## config.mk

```make
export PLATFORM = sky130hd
export DESIGN_NAME = key_event_filter_flat
export DESIGN_NICKNAME = d
export VERILOG_FILES = /design/src/rtl/key_event_filter_if.sv /design/src/rtl/key_event_filter.sv /design/src/flat_wrapper.sv
export SDC_FILE = /design/constraint.sdc
export NUM_CORES = 1
export LEC_CHECK = 0
export CORE_ASPECT_RATIO = 0.75
export CORE_MARGIN = 5
export CORE_UTILIZATION = 45
export DETAILED_ROUTE_END_ITERATION = 7
export HOLD_SLACK_MARGIN = 0.15
export PLACE_DENSITY_LB_ADDON = 0.25
export SYNTH_ARGS = -nofsm -noshare
export SYNTH_HDL_FRONTEND = slang
export SYNTH_SLANG_ARGS = --single-unit
```

## constraint.sdc

```tcl
create_clock -name CLK -period 3.9 [get_ports CLK]
set_input_delay 0.39 -clock CLK [delete_from_list [all_inputs] [get_ports CLK]]
set_output_delay 0.39 -clock CLK [all_outputs]
set_load 0.05 [all_outputs]
```

## src/rtl/key_event_filter_if.sv

```systemverilog
// key_event_filter_if: scanner-side key signals and the filtered key events.
// master drives the raw scanner inputs; slave is the filter producing events.
interface key_event_filter_if;
    logic       BSTATE;
    logic [3:0] BUTTON;
    logic       BPRESS;
    logic [3:0] KEY;
    logic       HOLD;
    logic       DOWN;

    modport master (
        output BSTATE, BUTTON,
        input  BPRESS, KEY, HOLD, DOWN
    );

    modport slave (
        input  BSTATE, BUTTON,
        output BPRESS, KEY, HOLD, DOWN
    );
endinterface

```

## src/rtl/key_event_filter.sv

```systemverilog
// key_event_filter: synchronises and debounces the raw scanner key pair into one BPRESS
// per short press, a HOLD pulse per long press, a latched KEY and a debounced DOWN level.
module key_event_filter #(
    parameter logic [15:0] DEBOUNCE_CYCLES = 16'd60000,
    parameter logic [23:0] HOLD_CYCLES     = 24'd12000000
) (
    input logic               CLK,
    input logic               RST_N,
    key_event_filter_if.slave kif
);

    localparam logic [1:0] ST_IDLE       = 2'd0;
    localparam logic [1:0] ST_PRESS_DB   = 2'd1;
    localparam logic [1:0] ST_DOWN       = 2'd2;
    localparam logic [1:0] ST_RELEASE_DB = 2'd3;

    localparam logic [15:0] DB_LAST   = DEBOUNCE_CYCLES - 16'd1;
    localparam logic [23:0] HOLD_LAST = HOLD_CYCLES - 24'd1;
    localparam logic        HOLD_EN   = (HOLD_CYCLES != 24'd0);

    logic        s1_q, s1_d;
    logic        s2_q, s2_d;
    logic [1:0]  state_q, state_d;
    logic [15:0] dcnt_q, dcnt_d;
    logic [23:0] hcnt_q, hcnt_d;
    logic        held_q, held_d;
    logic [3:0]  cand_q, cand_d;
    logic [3:0]  key_q, key_d;
    logic        bpress_q, bpress_d;
    logic        hold_q, hold_d;
    logic        down_q, down_d;

    always_comb begin
        s1_d     = kif.BSTATE;
        s2_d     = s1_q;
        state_d  = state_q;
        dcnt_d   = dcnt_q;
        hcnt_d   = hcnt_q;
        held_d   = held_q;
        cand_d   = cand_q;
        key_d    = key_q;
        bpress_d = 1'b0;
        hold_d   = 1'b0;
        down_d   = down_q;
        case (state_q)
            ST_IDLE: begin
                if (s2_q) begin
                    state_d = ST_PRESS_DB;
                    dcnt_d  = 16'd0;
                    cand_d  = kif.BUTTON;
                end
            end
            ST_PRESS_DB: begin
                if (!s2_q) begin
                    state_d = ST_IDLE;
                end else if (dcnt_q == DB_LAST) begin
                    state_d = ST_DOWN;
                    key_d   = cand_q;
                    down_d  = 1'b1;
                    hcnt_d  = 24'd0;
                    held_d  = 1'b0;
                end else begin
                    dcnt_d = dcnt_q + 16'd1;
                end
            end
            ST_DOWN: begin
                // Saturating hold counter: a single press can never produce a second HOLD.
                hcnt_d = (&hcnt_q) ? hcnt_q : hcnt_q + 24'd1;
                if (HOLD_EN && hcnt_q == HOLD_LAST && !held_q) begin
                    hold_d = 1'b1;
                    held_d = 1'b1;
                end
                if (!s2_q) begin
                    state_d = ST_RELEASE_DB;
                    dcnt_d  = 16'd0;
                end
            end
            default: begin
                if (s2_q) begin
                    state_d = ST_DOWN;
                end else if (dcnt_q == DB_LAST) begin
                    state_d  = ST_IDLE;
                    down_d   = 1'b0;
                    bpress_d = !held_q;
                end else begin
                    dcnt_d = dcnt_q + 16'd1;
                end
            end
        endcase
    end

    always_ff @(posedge CLK or negedge RST_N) begin
        if (!RST_N) begin
            s1_q     <= 1'b0;
            s2_q     <= 1'b0;
            state_q  <= ST_IDLE;
            dcnt_q   <= 16'd0;
            hcnt_q   <= 24'd0;
            held_q   <= 1'b0;
            cand_q   <= 4'd0;
            key_q    <= 4'd0;
            bpress_q <= 1'b0;
            hold_q   <= 1'b0;
            down_q   <= 1'b0;
        end else begin
            s1_q     <= s1_d;
            s2_q     <= s2_d;
            state_q  <= state_d;
            dcnt_q   <= dcnt_d;
            hcnt_q   <= hcnt_d;
            held_q   <= held_d;
            cand_q   <= cand_d;
            key_q    <= key_d;
            bpress_q <= bpress_d;
            hold_q   <= hold_d;
            down_q   <= down_d;
        end
    end

    assign kif.BPRESS = bpress_q;
    assign kif.KEY    = key_q;
    assign kif.HOLD   = hold_q;
    assign kif.DOWN   = down_q;

endmodule

```

## src/flat_wrapper.sv

```systemverilog
// flat-port wrapper written by rule: the top's interface ports become plain ports
module key_event_filter_flat 
#(
    parameter logic [15:0] DEBOUNCE_CYCLES = 16'd60000,
    parameter logic [23:0] HOLD_CYCLES     = 24'd12000000
)
  (CLK, RST_N, kif_BSTATE, kif_BUTTON, kif_BPRESS, kif_KEY, kif_HOLD, kif_DOWN);
  key_event_filter_if kif_i ();
  input logic CLK;
  input logic RST_N;
  input wire logic [$bits(kif_i.BSTATE)-1:0] kif_BSTATE;
  input wire logic [$bits(kif_i.BUTTON)-1:0] kif_BUTTON;
  output wire logic [$bits(kif_i.BPRESS)-1:0] kif_BPRESS;
  output wire logic [$bits(kif_i.KEY)-1:0] kif_KEY;
  output wire logic [$bits(kif_i.HOLD)-1:0] kif_HOLD;
  output wire logic [$bits(kif_i.DOWN)-1:0] kif_DOWN;
  assign kif_i.BSTATE = kif_BSTATE;
  assign kif_i.BUTTON = kif_BUTTON;
  assign kif_BPRESS = kif_i.BPRESS;
  assign kif_KEY = kif_i.KEY;
  assign kif_HOLD = kif_i.HOLD;
  assign kif_DOWN = kif_i.DOWN;
  key_event_filter #(.DEBOUNCE_CYCLES(DEBOUNCE_CYCLES), .HOLD_CYCLES(HOLD_CYCLES)) u_core (.CLK(CLK), .RST_N(RST_N), .kif(kif_i));
endmodule
```

==> impl_results.md, run 1 <==
* Core Box Area at 6900 sq um
* CP Capture Type: flop
* Clock latency on the worst-skew pair at 0.32 ns
* Register area share after synthesis at 43.5%
* Worst Setup Start Kind: flop
* Final Hold Viols at 0
* CTS root buffer: clkbuf_8
* Share of layout cells above drive strength 1 at 8.50%
* Gpl congestion at 0.903
* Final setup viols at 0
* # clock sinks at 56
* Resize count post-CTS at 0
* Synth cell count leaders: 56 x dfrtp_1, 34 x nand2_1, 22 x nand3_1
* Largest net degree at the start of global routing at 57
* Avg WL per Cell at 16.5 um
* Post-synthesis area per instance at 9.59 sq um
* Initial Utilization at 46.7%
* Port buffer count at 13
* Relative max-transition margin at 43.8%
* H-tree depth at 2
* TritonCTS Buffers at 5
* Period Utilization, post-route at 68.8%
* Leading area contributor after synthesis: dfrtp_1
* Synth Cell Area at 3220 sq um
* Yosys Warn Count at 0
* Routed via count at 2618
* Cell Pwr Density at 498 nW/um^2
* Worst EP required at 4.11 ns
* Top post-synthesis cells by area: dfrtp_1 43%, nand2_1 4.0%, nand3_1 3.4%
* Die H at 83.3 um
* Worst Max-Slew Pin Slew at 0.838 ns
* Post-CTS Setup Bufs at 0
* Arr. time, crit path at 2.89 ns
* Vias in the first global route at 2443
* Max Clk Rate at 373 MHz
* GR Overflow Total at 0
* CTS tree: yes
* Drt total wl at 7.26 mm
* Hold WC Path Type: primary input to asynchronous set/reset pin
* Status: finished clean
* Crit path time final at 2.68 ns
* Remaining DRCs at 0
* Max Cap Viol at 0
* Multi-input logic area at 1700 sq um
* First-pass GRT wire length at 12.5 mm
* Count leader, synth: dfrtp_1
* Max-slew violation count at 0
* Worst-path clk slew at 0.10 ns
* NumNets Final at 353
* CTS Buffer Depth at 2
* Die area at 8970 sq um
* Hold slack at 0.185 ns
* Final Util at 50.8%
* N_diodes at 0
* Synth Register Bits at 56
* Post-DP HPWL at 5.04 mm
* Total design power at 1.75 mW
* Hold_buf cts at 0
* Final Cell Area at 3500 sq um
* Gr usage total at 16.9%
* Yosys cell types at 53
* RSZ-0062 raised after global routing: no
* Leakage power at 1.47 nW
* Cells after Synth at 336
* Worst Path Max Fanout at 21
* FF+latch area at 1400 sq um
* Syn nets at 349
* Async SR Flop Fraction at 100%
* Main synth FF type: dfrtp_1
* Final setup TNS at 0 ns
* Initial antenna violation count at 0
* Area Growth Syn to Fin at 8.78%
* Critical path type: flop to flop
* Area post-placement at 3380 sq um
* Peak VDD IR at 275 uV
* Layout Skew at 0.0114 ns
* Routed Antenna Nets at 0
* R2R Path End: u_core.dcnt_q[10]
* Die width at 108 um
* Fillcell total at 659
* Reg2Reg Launch Point: u_core.state_q[0]
* Flop-to-flop setup slack at 1.22 ns
* Number of detailed-route iterations in the first pass at 5
* Row Count at 26
* Count of flip-flops with a built-in enable after synthesis at 0
* Top cell type's share of synthesized area at 43.5%
* DRT iter0 DRCs at 230
* Number of I/O pins at 14
* Routed vias/inst at 5.96
* FF-to-FF path depth at 7
logic make-up after synthesis:
kind of cell | synth area share [%]
AND/OR/NAND/NOR | 25.4
AO/OA/AOI/OAI | 19.3
flip-flops | 43.5
buffers and inverters | 3.73
multiplexers | 4.16
XOR/XNOR | 1.63
adder cells (fa/ha/maj) | 2.33
stage by stage:
stage	setup WS (ns)	cells
2_1_floorplan	1.70	336
6_report	1.22	439
4_1_cts	1.21	439
5_1_grt	1.05	439
3_5_place_dp	1.24	431
3_3_place_gp	1.37	431
area by class of cell:
cell class              instances  area share, %
flip-flops and latches         56           40.0
clock buffers                   6           2.36
clock inverters                 2           1.11
multi-input cells             256           48.5
inverters                       7          0.750
repair buffers                 14           3.78
well taps                      98           3.50
worst max-delay path by stage:
| stage | to | slack [ns] | startpoint |
|---|---|---|---|
| 2_1_floorplan | u_core.dcnt_q[10] | 1.70 | u_core.state_q[0] |
| 3_3_place_gp | u_core.dcnt_q[10] | 1.37 | u_core.state_q[0] |
| 3_5_place_dp | u_core.dcnt_q[10] | 1.24 | u_core.state_q[0] |
| 4_1_cts | u_core.dcnt_q[10] | 1.21 | u_core.state_q[0] |
| 5_1_grt | u_core.dcnt_q[10] | 1.05 | u_core.state_q[0] |
| 6_report | u_core.dcnt_q[10] | 1.22 | u_core.state_q[0] |
worst max-delay path, stage by stage (launching register included):
cell	delay (ns)
dfrtp_1	0.44
inv_1	0.08
ha_1	0.47
nand2b_1	0.31
mux2i_4	0.36
o21ai_4	0.19
or2_2	0.36
o41ai_1	0.36
where the power goes:
group	total (mW)	leakage, nW	switching (mW)	internal [mW]
Sequential	0.702	0.760	0.0612	0.641
Clock	0.405	0.0614	0.194	0.210
Combinational	0.639	0.652	0.434	0.205
Total	1.75	1.47	0.689	1.06
cell usage in the layout, fill, tap and decap left out, types with 3 or more instances in the layout:
cell,count
o31ai_1,7
nor4_1,8
ha_1,6
a21o_1,6
nand2_1,34
nand4bb_1,3
o21a_1,3
and4_1,5
clkdlybuf4s50_1,12
o21ai_0,16
nand3_1,22
a31oi_1,17
inv_1,7
xor2_1,6
and3_1,13
dfrtp_1,56
nor3_1,4
nand4_1,11
and2_1,7
clkbuf_8,6
o311ai_0,3
a21oi_1,11
nor2_1,21
a41oi_1,5
mux2_2,8
or4_1,6
o211ai_1,4
layer usage:
metal	routed length, um	vias up	global-route usage (%)
met5	0	-	0
met4	77	0	4.01
met3	519	11	3.26
met2	2920	82	23.1
met1	3730	1245	27.0
li1	-	1280	-
sequential cells by signal (all words and copies together), names as in the netlist, named ones only:
name	cells
u_core.hcnt_q	24
u_core.dcnt_q	16
u_core.cand_q	4
u_core.kif.KEY	4
u_core.held_q	1
u_core.kif.BPRESS	1
u_core.kif.DOWN	1
u_core.kif.HOLD	1
u_core.s1_q	1
u_core.s2_q	1
u_core.state_q	1
(Power assumes the default switching activity.)
==> run 2: changes to the inputs <==
==> constraint.sdc (replaced) <==
create_clock -name CLK -period 2.8 [get_ports CLK]
set_input_delay 0.28 -clock CLK [delete_from_list [all_inputs] [get_ports CLK]]
set_output_delay 0.28 -clock CLK [all_outputs]
set_load 0.05 [all_outputs]
==> run 2 against run 1 <==
Net effect: maximum frequency up 5.8%; count of clock-buffer cells in the layout decreased by 1; combinational power up 44%; global-route usage grew 0.24 points; clock power up 14%; critical path depth down 1; setup slack got worse by 0.95 ns; utilization is 0.13 points higher; routed wire length up 1.3%; critical endpoint unchanged; highest routed layer unchanged.
==> impl_results.md, run 2 (synthesis results as in run 1) <==
* Status: finished clean
* Total design power at 2.36 mW (+35%)
* DRT iter0 DRCs at 240 (+4.3%)
* Share of layout cells above drive strength 1 at 9.83% (+1.3 points)
* Crit path time final at 2.54 ns (-0.147 ns)
* Resize count post-CTS at 0 (unchanged)
* Gpl congestion at 0.879 (-2.7%)
* First-pass GRT wire length at 12.7 mm (+2.1%)
* H-tree depth at 2 (unchanged)
* Critical path type: flop to flop
* Port buffer count at 13 (unchanged)
* Die width at 108 um (unchanged)
* Initial antenna violation count at 0 (unchanged)
* Met3 Wirelength at 514 um (-0.96%)
* Largest net degree at the start of global routing at 46 (-19%)
* Drt total wl at 7.35 mm (+1.3%)
* CTS root buffer: clkbuf_8
* CP max stage cell: dfrtp_1
* Worst Max-Slew Pin Slew at 1.00 ns (+0.162 ns)
* Die H at 83.3 um (unchanged)
* Avg WL per Cell at 16.6 um (+0.15%)
* Pre-CTS WS at 0.282 ns (-0.955 ns)
* Worst EP required at 3.00 ns (-1.11 ns)
* Met1 wire length at 3.65 mm (-2.3%)
* Die area at 8970 sq um (unchanged)
* Hold_buf cts at 0 (unchanged)
* Commonest cells after routing, fill and taps aside: 56 x dfrtp_1, 34 x nand2_1, 22 x nand3_1
* Most common cell after layout, fill and taps aside: dfrtp_1
* CP Capture Type: flop
* Routed via count at 2685 (+2.6%)
* Core Box Area at 6900 sq um (unchanged)
* Fillcell total at 656 (-0.46%)
* Remaining DRCs at 0 (unchanged)
* Relative max-transition margin at 33.3% (-10 points)
* Post-CTS Setup Bufs at 0 (unchanged)
* Critical path cell sequence: ha_1 -> nor2_1 -> mux2i_4 -> o21ai_4 -> or2_2 -> o41ai_1
* Max-slew violation count at 0 (unchanged)
* CP top delay family: simple AND/OR/NAND/NOR gates
* # clock sinks at 56 (unchanged)
* Hold WC Path Type: primary input to asynchronous set/reset pin
* NumNets Final at 358 (+1.4%)
* Routed vias/inst at 6.05 (+1.4%)
* Arr. time, crit path at 2.74 ns (-0.15 ns)
* Post-DP HPWL at 5.25 mm (+4.2%)
* Leakage power at 1.48 nW (+0.32%)
* Peak VDD IR at 317 uV (+15%)
* DR top layer: met4
* CTS tree: yes
* Routed Antenna Nets at 0 (unchanged)
* Worst-path clk slew at 0.11 ns (about the same)
* Buf/Inv on CP at 0 (-1)
* Area Growth Syn to Fin at 9.05%
* Final worst slack at 0.263 ns (-0.953 ns)
* Number of I/O pins at 14 (unchanged)
* Row Count at 26 (unchanged)
* Initial Utilization at 46.7% (unchanged)
* Period Utilization, post-route at 90.6% (+22 points)
* Worst Path Max Fanout at 14 (-33%)
* Layout Skew at 0.0105 ns (-0.000929 ns)
* Slowest stage delay, CP at 0.45 ns (-0.02 ns)
* N_diodes at 0 (unchanged)
* GR Overflow Total at 0 (unchanged)
* Cell Pwr Density at 670 nW/um^2 (+35%)
* Largest register FFs at 24 (unchanged)
* Final Hold Viols at 0 (unchanged)
* Vias in the first global route at 2505 (+2.5%)
* Max Clk Rate at 394 MHz (+5.8%)
* TritonCTS Buffers at 5 (unchanged)
* Number of detailed-route iterations in the first pass at 6 (+1)
* Top reg by flops: u_core.hcnt_q
* CTS Buffer Depth at 2 (unchanged)
* Max Cap Viol at 0 (unchanged)
* Worst Setup Start Kind: flop
* Final setup viols at 0 (unchanged)
* Clock latency on the worst-skew pair at 0.32 ns (about the same)
* RSZ-0062 raised after global routing: no
* Largest registers: u_core.hcnt_q (24), u_core.dcnt_q (16)
* Final setup TNS at 0 ns (unchanged)
* Met2 wire len at 3.12 mm (+6.7%)
* Gr usage total at 17.1% (+0.24 points)
-- run 2: layout make-up --
class | instances | area, sq um | share of cell area, %
Tap cell | 98 | 123 | 3.49
Inverter | 7 | 26.3 | 0.748
Timing Repair Buffer | 19 | 170 | 4.84
Clock inverter | 3 | 23.8 | 0.677
Multi-Input combinational cell | 256 | 1700 | 48.4
Clock buffer | 5 | 68.8 | 1.96
Sequential cell | 56 | 1400 | 39.9
-- run 2: per-stage QoR --
step           hold WS, ns  instance area, sq um  instances  util, %
6_report             0.115                  3510        444     50.9
5_1_grt              0.211                  3510        444     50.9
4_1_cts              0.151                  3510        444     50.9
3_5_place_dp         0.342                  3420        436     49.6
3_3_place_gp         0.332                  3420        436     49.6
2_1_floorplan      -0.0156                  3220        336        -
-- run 2: routing by layer --
metal,vias to the layer above,track usage (%)
met2,87,23.8
met5,-,0
met1,1293,27.1
met3,9,3.64
li1,1296,-
met4,0,3.56
-- run 2: report_power, final --
| group | internal [mW] | leakage (nW) | total, mW | switching [mW] |
|---|---|---|---|---|
| combinational | 0.307 | 0.678 | 0.917 | 0.610 |
| sequential | 0.893 | 0.760 | 0.975 | 0.0824 |
| clock | 0.178 | 0.0404 | 0.463 | 0.285 |
| total | 1.38 | 1.48 | 2.36 | 0.977 |
-- run 2: worst paths after layout --
path	slack, ns	start	to	depth (start not counted)
worst min-delay path	0.12	RST_N	u_core.hcnt_q[16]	1
min in group CLK	0.37	u_core.s1_q	u_core.s2_q	0
max in group asynchronous	1.97	RST_N	u_core.cand_q[3]	2
worst max register to register	0.26	u_core.state_q[0]	u_core.dcnt_q[10]	6
worst max-delay path	0.26	u_core.state_q[0]	u_core.dcnt_q[10]	6
worst min register to register	0.37	u_core.s1_q	u_core.s2_q	0
